--- src/rtl/dsp_preadd_mac_pipe_if.sv ---
// Operand/result bundle for the pipelined pre-add MAC.
// The master drives operands and control; the slave (the MAC) returns results.
interface dsp_preadd_mac_pipe_if #(
  parameter int AW = 25,
  parameter int BW = 18,
  parameter int PW = 48
);
  logic                 ce;
  logic                 in_valid;
  logic [1:0]           op;
  logic signed [AW-1:0] data_A;
  logic signed [AW-1:0] data_D;
  logic signed [BW-1:0] data_B;
  logic signed [PW-1:0] data_C;
  logic                 carry_in;
  logic signed [PW-1:0] data_P;
  logic                 out_valid;
  logic                 ovf;

  modport master (
    output ce, in_valid, op, data_A, data_D, data_B, data_C, carry_in,
    input  data_P, out_valid, ovf
  );

  modport slave (
    input  ce, in_valid, op, data_A, data_D, data_B, data_C, carry_in,
    output data_P, out_valid, ovf
  );
endinterface

--- src/rtl/dsp_preadd_mac_pipe.sv ---
// Three-stage pre-adder MAC: P = (D +/- A) * B + X + carry_in, where X is C
// or the previous P (accumulate). Shaped to map onto one DSP slice with
// input, multiplier and output registers.
module dsp_preadd_mac_pipe #(
  parameter int AW = 25,
  parameter int BW = 18,
  parameter int PW = 48    // must be >= AW+1+BW
) (
  input logic                     clk,
  input logic                     rst_n,
  dsp_preadd_mac_pipe_if.slave    bus
);

  localparam int PAW = AW + 1;        // pre-adder width, never wraps
  localparam int MW  = AW + 1 + BW;   // full-precision product width

  // Stage 1 registers
  logic signed [AW-1:0] r_a;
  logic signed [AW-1:0] r_d;
  logic signed [BW-1:0] r_b;
  logic signed [PW-1:0] r_c1;
  logic [1:0]           r_op1;
  logic                 r_cin1;
  logic                 r_v1;

  // Stage 2 registers
  logic signed [MW-1:0] r_m;
  logic                 r_acc2;
  logic signed [PW-1:0] r_c2;
  logic                 r_cin2;
  logic                 r_v2;

  // Stage 3 (output) registers
  logic signed [PW-1:0] r_p;
  logic                 r_ovf;
  logic                 r_out_valid;

  // Combinational datapath
  logic signed [PAW-1:0] w_pa;
  logic signed [PW-1:0]  w_mx;
  logic signed [PW-1:0]  w_x;
  logic signed [PW-1:0]  w_sum;
  logic                  w_ovf;

  // Pre-add in AW+1 bits so D-A / D+A of extreme operands stays exact.
  assign w_pa = r_op1[0] ? (PAW'(r_d) - PAW'(r_a)) : (PAW'(r_d) + PAW'(r_a));

  // Feedback comes straight from the output register, so back-to-back
  // accumulates see the freshly written sum without any forwarding.
  assign w_mx  = PW'(r_m);
  assign w_x   = r_acc2 ? r_p : r_c2;
  assign w_sum = w_mx + w_x + {{(PW-1){1'b0}}, r_cin2};

  // Overflow judged on the two main addends; carry_in is not a sign source.
  assign w_ovf = (w_mx[PW-1] == w_x[PW-1]) && (w_sum[PW-1] != w_mx[PW-1]);

  // Stage 1: capture operands every enabled cycle; valid bit gates later effects.
  always_ff @(posedge clk or negedge rst_n) begin
    if (!rst_n) begin
      r_a    <= '0;
      r_d    <= '0;
      r_b    <= '0;
      r_c1   <= '0;
      r_op1  <= '0;
      r_cin1 <= 1'b0;
      r_v1   <= 1'b0;
    end else if (bus.ce) begin
      r_a    <= bus.data_A;
      r_d    <= bus.data_D;
      r_b    <= bus.data_B;
      r_c1   <= bus.data_C;
      r_op1  <= bus.op;
      r_cin1 <= bus.carry_in;
      r_v1   <= bus.in_valid;
    end
  end

  // Stage 2: register the full-precision product and carry the addend controls.
  always_ff @(posedge clk or negedge rst_n) begin
    if (!rst_n) begin
      r_m    <= '0;
      r_acc2 <= 1'b0;
      r_c2   <= '0;
      r_cin2 <= 1'b0;
      r_v2   <= 1'b0;
    end else if (bus.ce) begin
      r_m    <= MW'(w_pa) * MW'(r_b);
      r_acc2 <= r_op1[1];
      r_c2   <= r_c1;
      r_cin2 <= r_cin1;
      r_v2   <= r_v1;
    end
  end

  // Stage 3: final add; result and flag only move for valid ops.
  always_ff @(posedge clk or negedge rst_n) begin
    if (!rst_n) begin
      r_p         <= '0;
      r_ovf       <= 1'b0;
      r_out_valid <= 1'b0;
    end else if (bus.ce) begin
      r_out_valid <= r_v2;
      if (r_v2) begin
        r_p   <= w_sum;
        r_ovf <= w_ovf;
      end
    end
  end

  assign bus.data_P    = r_p;
  assign bus.ovf       = r_ovf;
  assign bus.out_valid = r_out_valid;

endmodule

--- src/flat_wrapper.sv ---
// flat-port wrapper written by rule: the top's interface ports become plain ports
module dsp_preadd_mac_pipe_flat 
#(
  parameter int AW = 25,
  parameter int BW = 18,
  parameter int PW = 48                         
)
  (clk, rst_n, bus_ce, bus_in_valid, bus_op, bus_data_A, bus_data_D, bus_data_B, bus_data_C, bus_carry_in, bus_data_P, bus_out_valid, bus_ovf);
  dsp_preadd_mac_pipe_if #(.AW(AW), .BW(BW), .PW(PW)) bus_i ();
  input logic clk;
  input logic rst_n;
  input wire logic [$bits(bus_i.ce)-1:0] bus_ce;
  input wire logic [$bits(bus_i.in_valid)-1:0] bus_in_valid;
  input wire logic [$bits(bus_i.op)-1:0] bus_op;
  input wire logic [$bits(bus_i.data_A)-1:0] bus_data_A;
  input wire logic [$bits(bus_i.data_D)-1:0] bus_data_D;
  input wire logic [$bits(bus_i.data_B)-1:0] bus_data_B;
  input wire logic [$bits(bus_i.data_C)-1:0] bus_data_C;
  input wire logic [$bits(bus_i.carry_in)-1:0] bus_carry_in;
  output wire logic [$bits(bus_i.data_P)-1:0] bus_data_P;
  output wire logic [$bits(bus_i.out_valid)-1:0] bus_out_valid;
  output wire logic [$bits(bus_i.ovf)-1:0] bus_ovf;
  assign bus_i.ce = bus_ce;
  assign bus_i.in_valid = bus_in_valid;
  assign bus_i.op = bus_op;
  assign bus_i.data_A = bus_data_A;
  assign bus_i.data_D = bus_data_D;
  assign bus_i.data_B = bus_data_B;
  assign bus_i.data_C = bus_data_C;
  assign bus_i.carry_in = bus_carry_in;
  assign bus_data_P = bus_i.data_P;
  assign bus_out_valid = bus_i.out_valid;
  assign bus_ovf = bus_i.ovf;
  dsp_preadd_mac_pipe #(.AW(AW), .BW(BW), .PW(PW)) u_core (.clk(clk), .rst_n(rst_n), .bus(bus_i));
endmodule
--- config.mk ---
export PLATFORM = sky130hd
export DESIGN_NAME = dsp_preadd_mac_pipe_flat
export DESIGN_NICKNAME = d
export VERILOG_FILES = /design/src/rtl/dsp_preadd_mac_pipe_if.sv /design/src/rtl/dsp_preadd_mac_pipe.sv /design/src/flat_wrapper.sv
export SDC_FILE = /design/constraint.sdc
export NUM_CORES = 2
export LEC_CHECK = 0
export CORE_MARGIN = 8
export CORE_UTILIZATION = 31
export DETAILED_ROUTE_END_ITERATION = 10
export GPL_ROUTABILITY_DRIVEN = 0
export PLACE_DENSITY = 0.45
export SYNTH_ARGS = -nofsm -noshare
export SYNTH_HDL_FRONTEND = slang
export SYNTH_SLANG_ARGS = --single-unit
--- constraint.sdc ---
create_clock -name clk -period 12.33 [get_ports clk]
set_clock_uncertainty 0.05 [all_clocks]
set_input_delay 3.699 -clock clk [delete_from_list [all_inputs] [get_ports clk]]
set_output_delay 3.699 -clock clk [all_outputs]
set_load 0.02 [all_outputs]
### Word level (Yosys, flattened, before mapping)

Index checks and enable logic that the tools add are counted.

| storage, ports and cells | value |
|---|---|
| flip-flop bits (word level) | 265 |
| input bits | 123 |
| output and inout bits | 50 |
| logic and storage cells | 26 |

| cells by class | value |
|---|---|
| $add $sub $neg | 4 |
| multipliers | 1 |
| equality and inequality tests | 2 |
| mux-type cells | 2 |
| reductions and logical operators | 2 |

Operators by type and width:

| cell | count |
|---|---|
| $add 48x1->48 | 1 |
| $add 48x48->48 | 1 |
| $mux 48 | 1 |
| $mul 26x18->44 | 1 |
| $add 25x25->26 | 1 |
| $mux 26 | 1 |
| $sub 25x25->26 | 1 |
| $reduce_and 2->1 | 1 |
| $eq 1x1->1 | 1 |
| $logic_and 1x1->1 | 1 |
| $ne 1x1->1 | 1 |

### Depth between registers and ports, before layout

| logic depth | value |
|---|---|
| depth after elaboration | 5 |
| mapped depth | 40 |
| mapped depth without buffers | 39 |

### Least setup slack after synthesis

Ideal clock, no wire load.

| timing | value |
|---|---|
| kind | register to register |
| start point | reg u_core.r_a[4] |
| end point | reg u_core.r_m[39] |
| setup time | 0.129 ns |
| arrival time | 8.748 ns |
| data required time | 12.151 ns |
| path slack | 3.404 ns |
| stages on the path, launching flop included | 37 |
| buffers on the path | 2 |
| period minus slack after synthesis | 8.926 ns |
| cells stage by stage | dfrtp_1 > nor4_4 > nor4b_4 > and3b_1 > a21oi_1 > xnor2_1 > ha_1 > clkbuf_1 > and3_1 > nand3_1 > o31ai_1 > o21ai_0 > a31oi_1 > xnor2_2 > buf_2 > nand2_1 > fa_1 > inv_1 > fa_1 > ha_1 > inv_1 > fa_1 > inv_1 > fa_1 > inv_1 > fa_1 > inv_1 > ha_1 > nand2_1 > nor2_1 > nand2_1 > nor2_1 > a2111oi_0 > a21oi_1 > o21bai_1 > a2111o_1 > nand3_1 |

| between the ends | value |
|---|---|
| cells in the longest elaborated chain, start to end | 3 |
| elaborated cells between the ends (all ways) | 4 |
| classes of those cells | add/sub (2); mul (1); mux (1) |

Ends and longest elaborated chain:

| item | line | text |
|---|---|---|
| from (decl) | dsp_preadd_mac_pipe.sv:18 | `logic signed [AW-1:0] r_a;` |
| from (signal assigned) | dsp_preadd_mac_pipe.sv:68 | `r_a <= bus.data_A;` |
| $add 25x25->26 / $sub 25x25->26 (equally long branches) | dsp_preadd_mac_pipe.sv:46 | `assign w_pa = r_op1[0] ? (PAW'(r_d) - PAW'(r_a)) : (PAW'(r_d) + PAW'(r_a));` |
| $mux 26 * | dsp_preadd_mac_pipe.sv:46 |  |
| $mul 26x18->44 * | dsp_preadd_mac_pipe.sv:87 | `r_m <= MW'(w_pa) * MW'(r_b);` |
| to (signal assigned) | dsp_preadd_mac_pipe.sv:87 |  |
| to (decl) | dsp_preadd_mac_pipe.sv:27 | `logic signed [MW-1:0] r_m;` |

Mark *: on every way between the ends. The rest lies on a longest branch, timed or not.
A chain may end at the register's enable or synchronous reset.

### Final worst setup path

Ends and elaborated chain as after synthesis.

==> impl_metrics.csv <==
group,metric,value,unit
timing,tns,0,ps
route,top_layer,"met4",
min_path,hold_depth,1,
timing,hold_violations,0,
setup_path,critPathArrivalTime,10980,ps
min_path,hold_path.startpoint,"u_core.bus.out_valid",
die,pin_count,173,
synthesis,synthAdderAreaFrac,36.0,%
synthesis,synth_compound_area_share,9.47,%
synthesis,synthMuxAreaShare,8.54,%
timing,worst_pin_slew,1110,ps
synthesis,synth_top_family_by_area,"adder cells",
grt,overflow,0,
setup_path,crit_path_start,"u_core.r_a[4]",
synthesis,yosysWarningCount,0,
timing,max_freq,0.0944,GHz
die,start_util,31.3,%
route,totalWireLength,91000,um
route,dr.pass1.iters,5,
grt,first_global_vias,24900,
synthesis,synth.net_count,4080,
synthesis,synthXorXnorAreaFrac,3.41,%
synthesis,synth_cell_type_count,76,
synthesis,avgSynthCellArea,9.60,sq um
timing,relSlewSlack,26.0,%
grt,grt_pass1_wl,145000,um
cells_and_area,area_delta_synth_final,14.1,%
clocking,cts_setup_buffers,0,
min_path,hold_path.class,"flop to flop",
route,drtIter0Drc,1250,
clocking,root_buffer,"clkbuf_16",
die,dieHeight,337,um
synthesis,yosys.area.top_type,"fa_1",
place,io_buffers,172,
clocking,holdBufCountCts,0,
route,drc,0,
setup_path,critPathMaxStageDelay,870,ps
setup_path,worst_setup_path_end_kind,"flop",
setup_path,r2r_start,"u_core.r_a[4]",
route,ant_nets,0,
synthesis,yosysSeqAreaShare,20.8,%
min_path,hold_end,"u_core.bus.out_valid",
setup_path,crit_type,"flop to flop",
grt,grt_max_degree,96,
clocking,clock_latency,560,ps
clocking,htree_num_levels,2,
status,status,"complete, no violations",
cells_and_area,final_cell_area,36300,sq um
route,wl_met1,41500,um
timing,finalSetupViolCount,0,
clocking,numCtsBuffers,36,
synthesis,synth_top_area_share,28.9,%
setup_path,start_kind,"flop",
die,fp-row-count,117,
cells_and_area,layout.nets,4185,
place,dpl.hpwl,70600,um
die,core-area,102000,sq um
setup_path,critical_path.slowest_cell,"a2111oi_0",
route,vias,23000,
setup_path,cp_data_required_time,12720,ps
die,die-area,113000,sq um
setup_path,rrSetupSlack,1740,ps
die,fp.dieW,337,um
clocking,path_clk_slew,60,ps
setup_path,worstRegToRegCells,36,
synthesis,ys_seq_elements,265,
grt,antenna_found_initial,5,
timing,min_period_over_period,85.9,%
synthesis,ys.flop_type,"dfrtp_1",
synthesis,synth_top_cells_by_area,"fa_1 29%, dfrtp_1 21%, mux2_2 8.4%",
timing,timing.final.max_slew_violations,0,
synthesis,synth-simple-area-share,13.2,%
synthesis,synth_edf_count,0,
route,viasPerCell,4.78,
timing,rsz0062_at_grt,"no",
cells_and_area,antenna_cells,0,
clocking,tritoncts,"yes",
grt,grtUsageTotal,16.3,%
synthesis,async_flop_share,100,%
setup_path,cp_max_fo,26,
synthesis,synthCells,3316,
clocking,cts_resized,0,
route,wl_met2,44000,um
place,placed_cell_area,35100,sq um
cells_and_area,drive_above_1_share,11.1,%
run,maxCapViolations,0,
setup_path,r2r_end,"u_core.r_m[39]",
cells_and_area,fill_cells,10500,
timing,fin_crit,10590,ps
clocking,clock-sinks,265,
clocking,clk_path_buf_depth,3,
synthesis,syn-cell-area,31800,sq um
route,routedWlPerCell,18.9,um
route,route.met3.wl,3430,um
## area by class of cell
class / instances / area, sq um / share of cell area [%]
clock buffer: 50 / 1050 / 2.90
clock inverter: 13 / 153 / 0.420
inverter: 561 / 2110 / 5.79
multi-input combinational: 2330 / 22500 / 62.0
sequential: 265 / 6640 / 18.3
tap: 1368 / 1710 / 4.71
timing repair buffer: 227 / 2140 / 5.90
## state kept, by name, summed over array words and instances, names as in the netlist
| name | count |
|---|---|
| u_core.bus.out_valid | 1 |
| u_core.r_m | 44 |
| u_core.r_v1 | 1 |
| u_core.r_d | 25 |
| u_core.r_op1 | 2 |
| u_core.bus.ovf | 1 |
| u_core.bus.data_P | 48 |
| u_core.r_cin1 | 1 |
| u_core.r_c2 | 48 |
| u_core.r_v2 | 1 |
| u_core.r_acc2 | 1 |
| u_core.r_c1 | 48 |
| u_core.r_cin2 | 1 |
| u_core.r_a | 25 |
| u_core.r_b | 18 |
## how the worst max path moves through the flow
stage | endpoint
after floorplan | u_core.r_m[39]
after global placement | u_core.r_m[39]
after detailed placement | u_core.r_m[39]
after CTS | u_core.r_m[39]
after global routing | u_core.r_m[39]
final | u_core.r_m[39]
## routing by layer
layer  up-vias  track usage, %
met5         -               0
met4         0            3.78
met3       105            2.30
met2       389            28.1
met1     11700            21.8
li1      10800               -
## cells in the final DEF, fill, tap and decap left out, types with 6 or more instances in the layout
master and n:
dfrtp_1 260, or3_1 7, o21a_1 22, a211oi_1 9, inv_1 560, o211ai_1 9
mux2_2 237, clkbuf_8 10, nand4_1 27, xor2_1 25, clkdlybuf4s50_1 170, a21o_1 52
o311ai_0 8, xnor2_1 92, fa_1 460, nor3b_1 21, buf_4 55, o21ai_0 107
clkbuf_16 36, o21bai_1 23, a31oi_1 35, and3_1 11, o21ai_1 6, nor4_1 6
nand2b_1 21, nor3_1 21, ha_1 181, nand2_1 376, nor2b_1 32, and2_1 188
a21oi_1 117, o31ai_1 10, nor2_1 98, o311a_1 9, nand3_1 34
## worst max-delay path: cells and delay by family (launching register included)
kind	cells	cell delay, ps
fa+ha+maj	8	3800
compound gates	8	2820
simple gates	11	1910
buf+inv	7	1110
flops	1	440
xor+xnor	2	320
## Yosys cell counts (all sizes together) (6+ instances only)
cell type,number
nand2b,21
nand4,27
a211oi,9
clkbuf,146
nor2b,32
fa,460
a31o,6
o211ai,9
xor2,28
o21ai,113
and3,11
nand2,377
nor3,21
o311a,9
xnor2,95
a21oi,118
ha,181
nand3,34
o21bai,24
mux2,238
nor3b,21
o311ai,11
or3,7
a21o,52
dfrtp,265
o21a,22
buf,14
nor2,99
a31oi,35
inv,560
nor4,7
and2,188
o31ai,11
## stage by stage
stage	std cells	worst slack [ps]	util, %	hold WS, ps
2_1_floorplan	3316	3400	-	399
3_3_place_gp	4751	1740	34.5	423
3_5_place_dp	4751	1720	34.5	422
4_1_cts	4814	1700	35.7	440
5_1_grt	4814	1050	35.7	449
6_report	4814	1740	35.7	434
## cells by family after synthesis
logic type,Yosys count
AO/OA/AOI/OAI,464
XOR/XNOR,123
adder cells (fa/ha/maj),641
buffers and inverters,721
flip-flops,265
multiplexers,242
AND/OR/NAND/NOR,860
Power is not shown: default switching activity piles up to over one toggle a cycle in this logic, so the estimate is an artifact.
